### src/rtl/ctrl_pkg.sv
// Shared definitions for the RISC control unit and instruction decoder:
// opcode map, ALU op encodings, sequencer states and instruction classes.
package ctrl_pkg;

    localparam logic [2:0] OP_LOGIC  = 3'b000;
    localparam logic [2:0] OP_BLT    = 3'b001;
    localparam logic [2:0] OP_LOAD   = 3'b010;
    localparam logic [2:0] OP_ADDSUB = 3'b011;
    localparam logic [2:0] OP_SHIFT  = 3'b100;
    localparam logic [2:0] OP_BEQ    = 3'b101;
    localparam logic [2:0] OP_STORE  = 3'b110;
    localparam logic [2:0] OP_JMP    = 3'b111;

    localparam logic [1:0] ALU_LOGIC  = 2'b00;
    localparam logic [1:0] ALU_ADDSUB = 2'b01;
    localparam logic [1:0] ALU_SHIFT  = 2'b10;
    localparam logic [1:0] ALU_CMP    = 2'b11;

    typedef enum logic [2:0] {
        ST_IDLE,
        ST_FETCH,
        ST_DECODE,
        ST_EXEC,
        ST_MEM,
        ST_WB,
        ST_HALT
    } ctrl_state_t;

    typedef enum logic [3:0] {
        CLS_LOGIC,
        CLS_ADDSUB,
        CLS_SHIFT,
        CLS_BLT,
        CLS_BEQ,
        CLS_LOAD,
        CLS_STORE,
        CLS_JMP,
        CLS_ILLEGAL
    } instr_class_t;

    // Opcode 111 doubles as JMP (fn=1) and the illegal encoding (fn=0).
    function automatic instr_class_t decode_class(input logic [2:0] op, input logic fn);
        instr_class_t cls;
        case (op)
            OP_LOGIC:  cls = CLS_LOGIC;
            OP_BLT:    cls = CLS_BLT;
            OP_LOAD:   cls = CLS_LOAD;
            OP_ADDSUB: cls = CLS_ADDSUB;
            OP_SHIFT:  cls = CLS_SHIFT;
            OP_BEQ:    cls = CLS_BEQ;
            OP_STORE:  cls = CLS_STORE;
            OP_JMP:    cls = fn ? CLS_JMP : CLS_ILLEGAL;
            default:   cls = CLS_ILLEGAL;
        endcase
        return cls;
    endfunction

    function automatic logic [1:0] class_alu_op(input instr_class_t cls);
        logic [1:0] op;
        case (cls)
            CLS_ADDSUB: op = ALU_ADDSUB;
            CLS_SHIFT:  op = ALU_SHIFT;
            default:    op = ALU_LOGIC;
        endcase
        return op;
    endfunction

endpackage

### src/rtl/control_unit.sv
// Multi-cycle sequencer for the 8-bit RISC core (fetch/decode/exec/mem/wb).
// Optional build macro CTRL_HALT_ON_ILLEGAL_EN: illegal opcodes halt instead of acting as NOP.
module control_unit
    import ctrl_pkg::*;
#(
    parameter bit RUN_ON_RESET = 1'b0
) (
    input  logic       clk,
    input  logic       rst,
    input  logic       run,
    input  logic [2:0] opcode,
    input  logic       fn,
    input  logic       alu_lt,
    input  logic       alu_eq,
    input  logic       mem_ack,
    output logic       ir_load,
    output logic       pc_inc,
    output logic       pc_load,
    output logic       rf_we,
    output logic       wb_sel,
    output logic [1:0] alu_op,
    output logic       alu_fn,
    output logic       mem_req,
    output logic       mem_we,
    output logic       busy,
    output logic       halted
);

    localparam ctrl_state_t RESET_STATE = RUN_ON_RESET ? ST_FETCH : ST_IDLE;

    ctrl_state_t  state_q, state_d;
    logic [2:0]   op_q, op_d;
    logic         fn_q, fn_d;
    instr_class_t cls;
    ctrl_state_t  boundary_state;
    logic         alu_class;

    assign cls            = decode_class(op_q, fn_q);
    assign alu_class      = (cls == CLS_LOGIC) || (cls == CLS_ADDSUB) || (cls == CLS_SHIFT);
    assign boundary_state = run ? ST_FETCH : ST_IDLE;

    // NOTE: state flops use non-blocking assignments so every register samples pre-edge values.
    always_ff @(posedge clk or posedge rst) begin
        if (rst) begin
            state_q <= RESET_STATE;
            op_q    <= OP_LOGIC;
            fn_q    <= 1'b0;
        end else begin
            state_q <= state_d;
            op_q    <= op_d;
            fn_q    <= fn_d;
        end
    end

    // NOTE: every always_comb target is defaulted first so no path can infer a latch.
    always_comb begin
        state_d = state_q;
        op_d    = op_q;
        fn_d    = fn_q;
        unique case (state_q)
            ST_IDLE:   if (run) state_d = ST_FETCH;
            ST_FETCH:  state_d = ST_DECODE;
            ST_DECODE: begin
                op_d    = opcode;
                fn_d    = fn;
                state_d = ST_EXEC;
            end
            ST_EXEC: begin
                if (alu_class) begin
                    state_d = ST_WB;
                end else if ((cls == CLS_LOAD) || (cls == CLS_STORE)) begin
                    state_d = ST_MEM;
                end else if (cls == CLS_ILLEGAL) begin
`ifdef CTRL_HALT_ON_ILLEGAL_EN
                    state_d = ST_HALT;
`else
                    state_d = boundary_state;
`endif
                end else begin
                    state_d = boundary_state;
                end
            end
            ST_MEM: begin
                if (mem_ack) begin
                    if (cls == CLS_LOAD) state_d = ST_WB;
                    else                 state_d = boundary_state;
                end
            end
            ST_WB:   state_d = boundary_state;
            ST_HALT: state_d = ST_HALT;
            default: state_d = ST_IDLE;
        endcase
    end

    always_comb begin
        ir_load = 1'b0;
        pc_inc  = 1'b0;
        pc_load = 1'b0;
        rf_we   = 1'b0;
        wb_sel  = 1'b0;
        alu_op  = ALU_LOGIC;
        alu_fn  = 1'b0;
        mem_req = 1'b0;
        mem_we  = 1'b0;
        case (state_q)
            ST_FETCH: ir_load = 1'b1;
            ST_EXEC: begin
                case (cls)
                    CLS_LOGIC, CLS_ADDSUB, CLS_SHIFT: begin
                        alu_op = class_alu_op(cls);
                        alu_fn = fn_q;
                    end
                    CLS_BLT, CLS_BEQ: begin
                        alu_op = ALU_CMP;
                        alu_fn = 1'b1;
                        if ((cls == CLS_BLT) ? alu_lt : alu_eq) pc_load = 1'b1;
                        else                                    pc_inc  = 1'b1;
                    end
                    CLS_JMP: pc_load = 1'b1;
                    CLS_ILLEGAL: begin
`ifdef CTRL_HALT_ON_ILLEGAL_EN
                        pc_inc = 1'b0;
`else
                        pc_inc = 1'b1;
`endif
                    end
                    default: ;
                endcase
            end
            ST_MEM: begin
                mem_req = 1'b1;
                mem_we  = (cls == CLS_STORE);
                pc_inc  = (cls == CLS_STORE) && mem_ack;
            end
            ST_WB: begin
                rf_we  = 1'b1;
                wb_sel = (cls == CLS_LOAD);
                pc_inc = 1'b1;
                if (alu_class) begin
                    alu_op = class_alu_op(cls);
                    alu_fn = fn_q;
                end
            end
            default: ;
        endcase

        busy = (state_q != ST_IDLE) && (state_q != ST_HALT);
`ifdef CTRL_HALT_ON_ILLEGAL_EN
        halted = (state_q == ST_HALT);
`else
        halted = 1'b0;
`endif

        // Reset silences every strobe immediately, even in the RUN_ON_RESET FETCH state.
        if (rst) begin
            ir_load = 1'b0;
            pc_inc  = 1'b0;
            pc_load = 1'b0;
            rf_we   = 1'b0;
            wb_sel  = 1'b0;
            alu_op  = ALU_LOGIC;
            alu_fn  = 1'b0;
            mem_req = 1'b0;
            mem_we  = 1'b0;
            busy    = 1'b0;
            halted  = 1'b0;
        end
    end

endmodule

### config.mk
export PLATFORM = sky130hd
export DESIGN_NAME = control_unit
export DESIGN_NICKNAME = d
export VERILOG_FILES = /design/src/rtl/ctrl_pkg.sv /design/src/rtl/control_unit.sv
export SDC_FILE = /design/constraint.sdc
export NUM_CORES = 1
export LEC_CHECK = 0
export ABC_AREA = 1
export CAP_MARGIN = 20
export CELL_PAD_IN_SITES_DETAIL_PLACEMENT = 0
export CELL_PAD_IN_SITES_GLOBAL_PLACEMENT = 1
export CORE_AREA = 2 2 46 48
export CTS_BUF_LIST = sky130_fd_sc_hd__clkbuf_8
export DETAILED_ROUTE_END_ITERATION = 8
export DIE_AREA = 0 0 48 50
export GPL_TIMING_DRIVEN = 0
export PLACE_DENSITY_LB_ADDON = 0.1
export REMOVE_ABC_BUFFERS = 1
export SYNTH_ARGS = -nofsm -noshare
export SYNTH_HDL_FRONTEND = slang
export SYNTH_SLANG_ARGS = --single-unit
### constraint.sdc
create_clock -name clk -period 1.88 [get_ports clk]
set_input_delay 0.282 -clock clk [delete_from_list [all_inputs] [get_ports clk]]
set_output_delay 0.282 -clock clk [all_outputs]
set_load 0.005 [all_outputs]
==> results of run 1 <==
==> metal layers <==
metal  global-route usage (%)  share of wire, %  up-vias  wire (um)
met4                     8.11              0.85        0         13
met3                     3.30               4.6        2         70
met2                     21.6                45       20        692
li1                         -                 -      362          -
met5                        0                 0        -          0
met1                     18.8                50      309        761
==> worst reg2reg max path, stage by stage (launching register included) <==
cell and delay (ps):
dfrtp_2 410, inv_2 90, nand3_4 100, inv_4 80
buf_4 90, buf_4 100, nand2_1 50, nand2_1 60
nor2_1 40, o21bai_1 140
==> layout make-up <==
type | instances | area (um^2) | share of cell area, %
clock buffer | 3 | 41.3 | 4.31
clock inverter | 1 | 3.75 | 0.392
inverter | 15 | 61.3 | 6.41
multi-input combinational | 68 | 358 | 37.4
sequential | 7 | 179 | 18.7
tap | 27 | 33.8 | 3.53
timing repair buffer | 31 | 280 | 29.3
==> cell usage after synthesis (all sizes together) <==
cell,number,area share [%]
a21boi,1,1.3
a21oi,7,6.8
and3,1,1.1
buf,1,1.3
clkbuf,1,0.66
conb,1,0.66
dfrtp,7,31
inv,15,9.8
nand2,14,9.6
nand3,8,7.9
nand4,3,3.3
nor2,21,15
nor3,3,2.6
nor4,1,1.1
o21ai,7,6.8
o21bai,1,1.3
==> state kept, by name, indices dropped and copies added (netlist names) <==
name     flops
state_q      3
fn_q         1
op_q         3
==> logic make-up (layout without fill, tap and decap cells) <==
kind of cell	Yosys count	count (layout)	share of synthesized area [%]
and+or+nand+nor	51	51	40.7
buffers and inverters	17	50	11.8
AOI/OAI and AO/OA	16	16	16.2
DFF	7	7	30.6
other	1	1	0.656
==> worst min-delay path by stage <==
stage / startpoint / endpoint / slack (ps) / cells after the start
after floorplan: rst / fn_q$_DFFE_PP0P_ / 100 / 1
after global placement: fn_q$_DFFE_PP0P_ / fn_q$_DFFE_PP0P_ / 570 / 2
after detailed placement: fn_q$_DFFE_PP0P_ / fn_q$_DFFE_PP0P_ / 570 / 2
after CTS: rst / op_q[1]$_DFFE_PP0P_ / 210 / 2
after global routing: rst / op_q[0]$_DFFE_PP0P_ / 240 / 2
final: rst / op_q[1]$_DFFE_PP0P_ / 220 / 2
==> power by group through the flow <==
stage | logic, uW | clock network, uW | registers [uW]
2_1_floorplan | 420 | 0 | 325
3_3_place_gp | 607 | 0 | 352
3_5_place_dp | 603 | 0 | 349
4_1_cts | 800 | 210 | 347
5_1_grt | 933 | 224 | 355
6_report | 840 | 201 | 346
==> stage by stage <==
stage | instances | power [uW] | TNS (ps)
floorplan | 90 | 745 | 0
global placement | 137 | 959 | -901
detailed placement | 137 | 952 | -932
CTS | 150 | 1360 | 0
global route | 152 | 1510 | -93.9
finish | 152 | 1390 | 0
==> what timing repair did <==
| item | CTS | global route |
|---|---|---|
| setup buffers | 9 | 2 |
| gates resized for setup | 20 | 4 |
| hold buffers | 0 | 0 |
| pin swaps | 1 | 1 |
| endpoints found under the setup margin | 8 | 5 |
==> results.sh, run 1 <==
export IMPL_ys_seq_area_share_pct=30.6
export IMPL_ir_drop_v=0.000794
export IMPL_fillCellCount=206
export IMPL_drc_errors=0
export IMPL_fin_util_pct=50.3
export IMPL_fin_area_um2=957
export IMPL_reg2reg_to="state_q[2]$_DFFE_PP0P_"
export IMPL_avgSynthCellArea_um2=6.22
export IMPL_finalCritPeriodShare_pct=98.3
export IMPL_cts_buffers=3
export IMPL_numClockSinks=7
export IMPL_ys_ff_latch=7
export IMPL_insertion_delay_ps=220
export IMPL_grt_max_degree=10
export IMPL_die_w_um=48
export IMPL_crit_path_end="busy"
export IMPL_dieArea_mm2=0.00240
export IMPL_fin_crit_ps=1850
export IMPL_p_int_uw=762
export IMPL_r2r_cells=9
export IMPL_num_rows=16
export IMPL_switching_share_pct=45.1
export IMPL_overflow=0
export IMPL_comb_power_share_pct=60.6
export IMPL_max_freq_mhz=541
export IMPL_rsz0062_at_grt="true"
export IMPL_root_buffer="clkbuf_8"
export IMPL_synth_warnings=0
export IMPL_drv_cap=0
export IMPL_viasPerCell=4.56
export IMPL_final_common_cell="nor2_1"
export IMPL_rrSetupSlack_ps=640
export IMPL_num_vias=693
export IMPL_setup_viol=0
export IMPL_htreeDepth=1
export IMPL_start_util_pct=30.1
export IMPL_drt_wl_total_um=1540
export IMPL_cts_tree="done"
export IMPL_skew_ps=2.32
export IMPL_core_mm2=0.00190
export IMPL_drive_gt1_share_pct=28.0
export IMPL_dr_pass1_iters=4
export IMPL_critPathRequiredTime_ps=1600
export IMPL_r2r_start="state_q[2]$_DFFE_PP0P_"
export IMPL_power_frac_seq_pct=24.9
export IMPL_worstSetupPathType="reg2out"
export IMPL_startpoint_type="register"
export IMPL_antenna_found_initial=0
export IMPL_synthCells=92
export IMPL_die_y_um=50
export IMPL_grt_pass1_wl_um=2490
export IMPL_status="finished clean"
export IMPL_place_congestion=0.769
export IMPL_end_kind="output pin"
export IMPL_drv_slew=0
export IMPL_crit_path_cell_trace="buf_4 > nor2_1 > nand2_1 > and3_1 > clkdlybuf4s50_1"
export IMPL_ys_types=23
export IMPL_netlist_area_um2=572
export IMPL_drtIter0Drc=18
export IMPL_crit_arrival_ps=1570
export IMPL_track_usage_pct=14.6
export IMPL_clkPwrFrac_pct=14.5
export IMPL_p_per_area_mw_per_mm2=1450
export IMPL_wire_per_inst_um=10.1
export IMPL_final_nets=136
export IMPL_cpLargestDelayFamily="buffers and inverters"
export IMPL_antenna_cells=0
export IMPL_hold_violations=0
export IMPL_ant_nets=0
export IMPL_cts_clk_slew_worst_paths_ps=40
export IMPL_crit_buf_inv=2
export IMPL_critPathLaunch="state_q[2]$_DFFE_PP0P_"
export IMPL_finalWorstSetupSlack_ps=31.6
export IMPL_critPathMaxFanout=5
export IMPL_io_buffers=20
export IMPL_holdCritPathClass="in2async"
export IMPL_p_sw_uw=625
export IMPL_dpl_cell_area_um2=795
export IMPL_pre_cts_ws_ps=-262
export IMPL_clk_path_buf_depth=2
export IMPL_critPathSlowestCell="clkdlybuf4s50_1"
export IMPL_syn_to_final_growth_pct=67.4
export IMPL_cp_num_cells=5
export IMPL_leakagePower_uw=0.000507
export IMPL_grt_pass1_vias=622
export IMPL_holdWs_ps=215
export IMPL_final_cell_mix="nor2_1 (18), nand2_1 (12), clkdlybuf4s50_1 (11), buf_4 (11), inv_1 (8)"
export IMPL_cpPeakStageDelay_ps=440
export IMPL_num_io_pins=22
export IMPL_dp_hpwl_um=1160
(Power assumes the default switching activity.)
==> run 2: changes to the inputs <==
--- a/config.mk
+++ b/config.mk
@@ -9,10 +9,10 @@
 export CAP_MARGIN = 20
 export CELL_PAD_IN_SITES_DETAIL_PLACEMENT = 0
 export CELL_PAD_IN_SITES_GLOBAL_PLACEMENT = 1
-export CORE_AREA = 2 2 46 48
+export CORE_AREA = 3 3 47 49
 export CTS_BUF_LIST = sky130_fd_sc_hd__clkbuf_8
 export DETAILED_ROUTE_END_ITERATION = 8
-export DIE_AREA = 0 0 48 50
+export DIE_AREA = 0 0 50 52
 export GPL_TIMING_DRIVEN = 0
 export PLACE_DENSITY_LB_ADDON = 0.1
 export REMOVE_ABC_BUFFERS = 1
==> results.sh, run 2 (same netlist as run 1, synthesis figures left out) <==
export IMPL_final_cell_mix="nor2_1 (17), buf_4 (17), nand2_1 (12)"
export IMPL_clk_path_buf_depth=2
export IMPL_dieArea_mm2=0.00260
export IMPL_cts_clk_slew_worst_paths_ps=40
export IMPL_antenna_cells=0
export IMPL_crit_arrival_ps=1500
export IMPL_grt_pass1_wl_um=2700
export IMPL_cts_buffers=3
export IMPL_num_vias=708
export IMPL_num_rows=16
export IMPL_max_freq_mhz=561
export IMPL_worstSetupPathType="reg2out"
export IMPL_drv_slew=0
export IMPL_overflow=0
export IMPL_status="finished clean"
export IMPL_root_buffer="clkbuf_8"
export IMPL_startpoint_type="register"
export IMPL_holdCritPathClass="in2async"
export IMPL_io_buffers=20
export IMPL_fin_crit_ps=1780
export IMPL_num_io_pins=22
export IMPL_top_regs="op_q: 3 flops, state_q: 3 flops, fn_q: 1 flops"
export IMPL_leakagePower_uw=0.000564
export IMPL_ir_drop_v=0.000885
export IMPL_wire_per_inst_um=10.3
export IMPL_crit_path_cell_trace="inv_4 > nand3_2 > a21oi_2 > buf_4 > a21boi_2 > dlygate4sd2_1"
export IMPL_p_per_area_mw_per_mm2=1460
export IMPL_setup_viol=0
export IMPL_grt_pass1_vias=672
export IMPL_cpPeakStageDelay_ps=440
export IMPL_dr_pass1_iters=4
export IMPL_comb_power_share_pct=61.6
export IMPL_numClockSinks=7
export IMPL_track_usage_pct=13.7
export IMPL_core_mm2=0.00190
export IMPL_final_nets=142
export IMPL_insertion_delay_ps=220
export IMPL_die_w_um=50
export IMPL_drc_errors=0
export IMPL_fin_total_pwr_uw=1480
export IMPL_dpl_cell_count=137
export IMPL_finalCritPeriodShare_pct=94.8
export IMPL_syn_to_final_growth_pct=77.7
export IMPL_dp_hpwl_um=1180
export IMPL_pre_cts_ws_ps=-273
export IMPL_critPathMaxFanout=5
export IMPL_instances_no_fill=158
export IMPL_cts_tree="done"
export IMPL_htreeDepth=1
export IMPL_switching_share_pct=44.2
export IMPL_antenna_found_initial=0
export IMPL_hold_violations=0
export IMPL_place_congestion=0.806
export IMPL_start_util_pct=30.1
export IMPL_p_int_uw=828
export IMPL_drive_gt1_share_pct=32.8
export IMPL_p_sw_uw=655
export IMPL_critPathRequiredTime_ps=1600
export IMPL_drtIter0Drc=15
export IMPL_critPathSlowestCell="dfrtp_2"
export IMPL_clkPwrFrac_pct=13.7
export IMPL_viasPerCell=4.48
export IMPL_rsz0062_at_grt="true"
export IMPL_die_y_um=52
export IMPL_ant_nets=0
export IMPL_finalWorstSetupSlack_ps=97.9
export IMPL_power_frac_seq_pct=24.7
export IMPL_end_kind="output pin"
export IMPL_skew_ps=1.36
export IMPL_grt_max_degree=10
export IMPL_drv_cap=0
export IMPL_drt_wl_total_um=1620
## run 2: final timing paths
check | start | to | slack, ps | depth (start not counted)
setup / recovery | state_q[1]$_DFFE_PP0P_ | alu_fn | 100 | 6
hold / removal | rst | op_q[1]$_DFFE_PP0P_ | 220 | 2
setup reg to reg | state_q[2]$_DFFE_PP0P_ | state_q[2]$_DFFE_PP0P_ | 580 | 6
hold reg to reg | fn_q$_DFFE_PP0P_ | fn_q$_DFFE_PP0P_ | 570 | 2
max in group asynchronous | rst | state_q[2]$_DFFE_PP0P_ | 1520 | 2
min in group clk | fn_q$_DFFE_PP0P_ | fn_q$_DFFE_PP0P_ | 570 | 2
## run 2: area by class of cell
type	count	area [um^2]
fill	210	886
inverter	15	63.8
multi-input combinational	68	368
clock inverter	1	3.75
clock buffer	3	41.3
timing repair buffer	37	325
sequential	7	180
tap	27	33.8
## run 2: what timing repair did
item                                    in CTS  in global routing
resized for setup                           22                  6
pin swaps                                    3                  1
hold buffers                                 0                  0
setup buffers                               15                  2
cloned                                       0                  0
endpoints found under the setup margin       8                  7
endpoints found under the hold margin        0                  0
## run 2: per-stage QoR
step / setup TNS (ps) / cell area, um^2 / hold slack (ps) / util (%)
after CTS: 0 / 981 / 211 / 51.6
after global placement: -931 / 795 / 565 / 41.8
after global routing: -18.7 / 1020 / 237 / 53.4
after floorplan: 0 / 561 / 99.1 / -
after detailed placement: -969 / 795 / 564 / 41.8
final: 0 / 1020 / 218 / 53.4
## run 2: power by group through the flow
| stage | sequential (uW) | clock (uW) | combinational, uW |
|---|---|---|---|
| 2_1_floorplan | 325 | 0 | 420 |
| 3_3_place_gp | 351 | 0 | 607 |
| 3_5_place_dp | 350 | 0 | 601 |
| 4_1_cts | 351 | 211 | 859 |
| 5_1_grt | 374 | 224 | 1030 |
| 6_report | 366 | 203 | 914 |
## run 2: critical path: cells and delay by family (launching register included)
family	cells	cell delay, ps
AO/OA/AOI/OAI	2	300
buffers and inverters	3	450
flip-flops	1	440
AND/OR/NAND/NOR	1	90
## run 2: per-layer routing
layer	up-vias	GRT usage (%)	wire length (um)
met2	18	20.9	733
met1	316	17.6	809
met5	-	0	0
met3	2	2.01	67
met4	0	9.68	9
li1	372	-	-
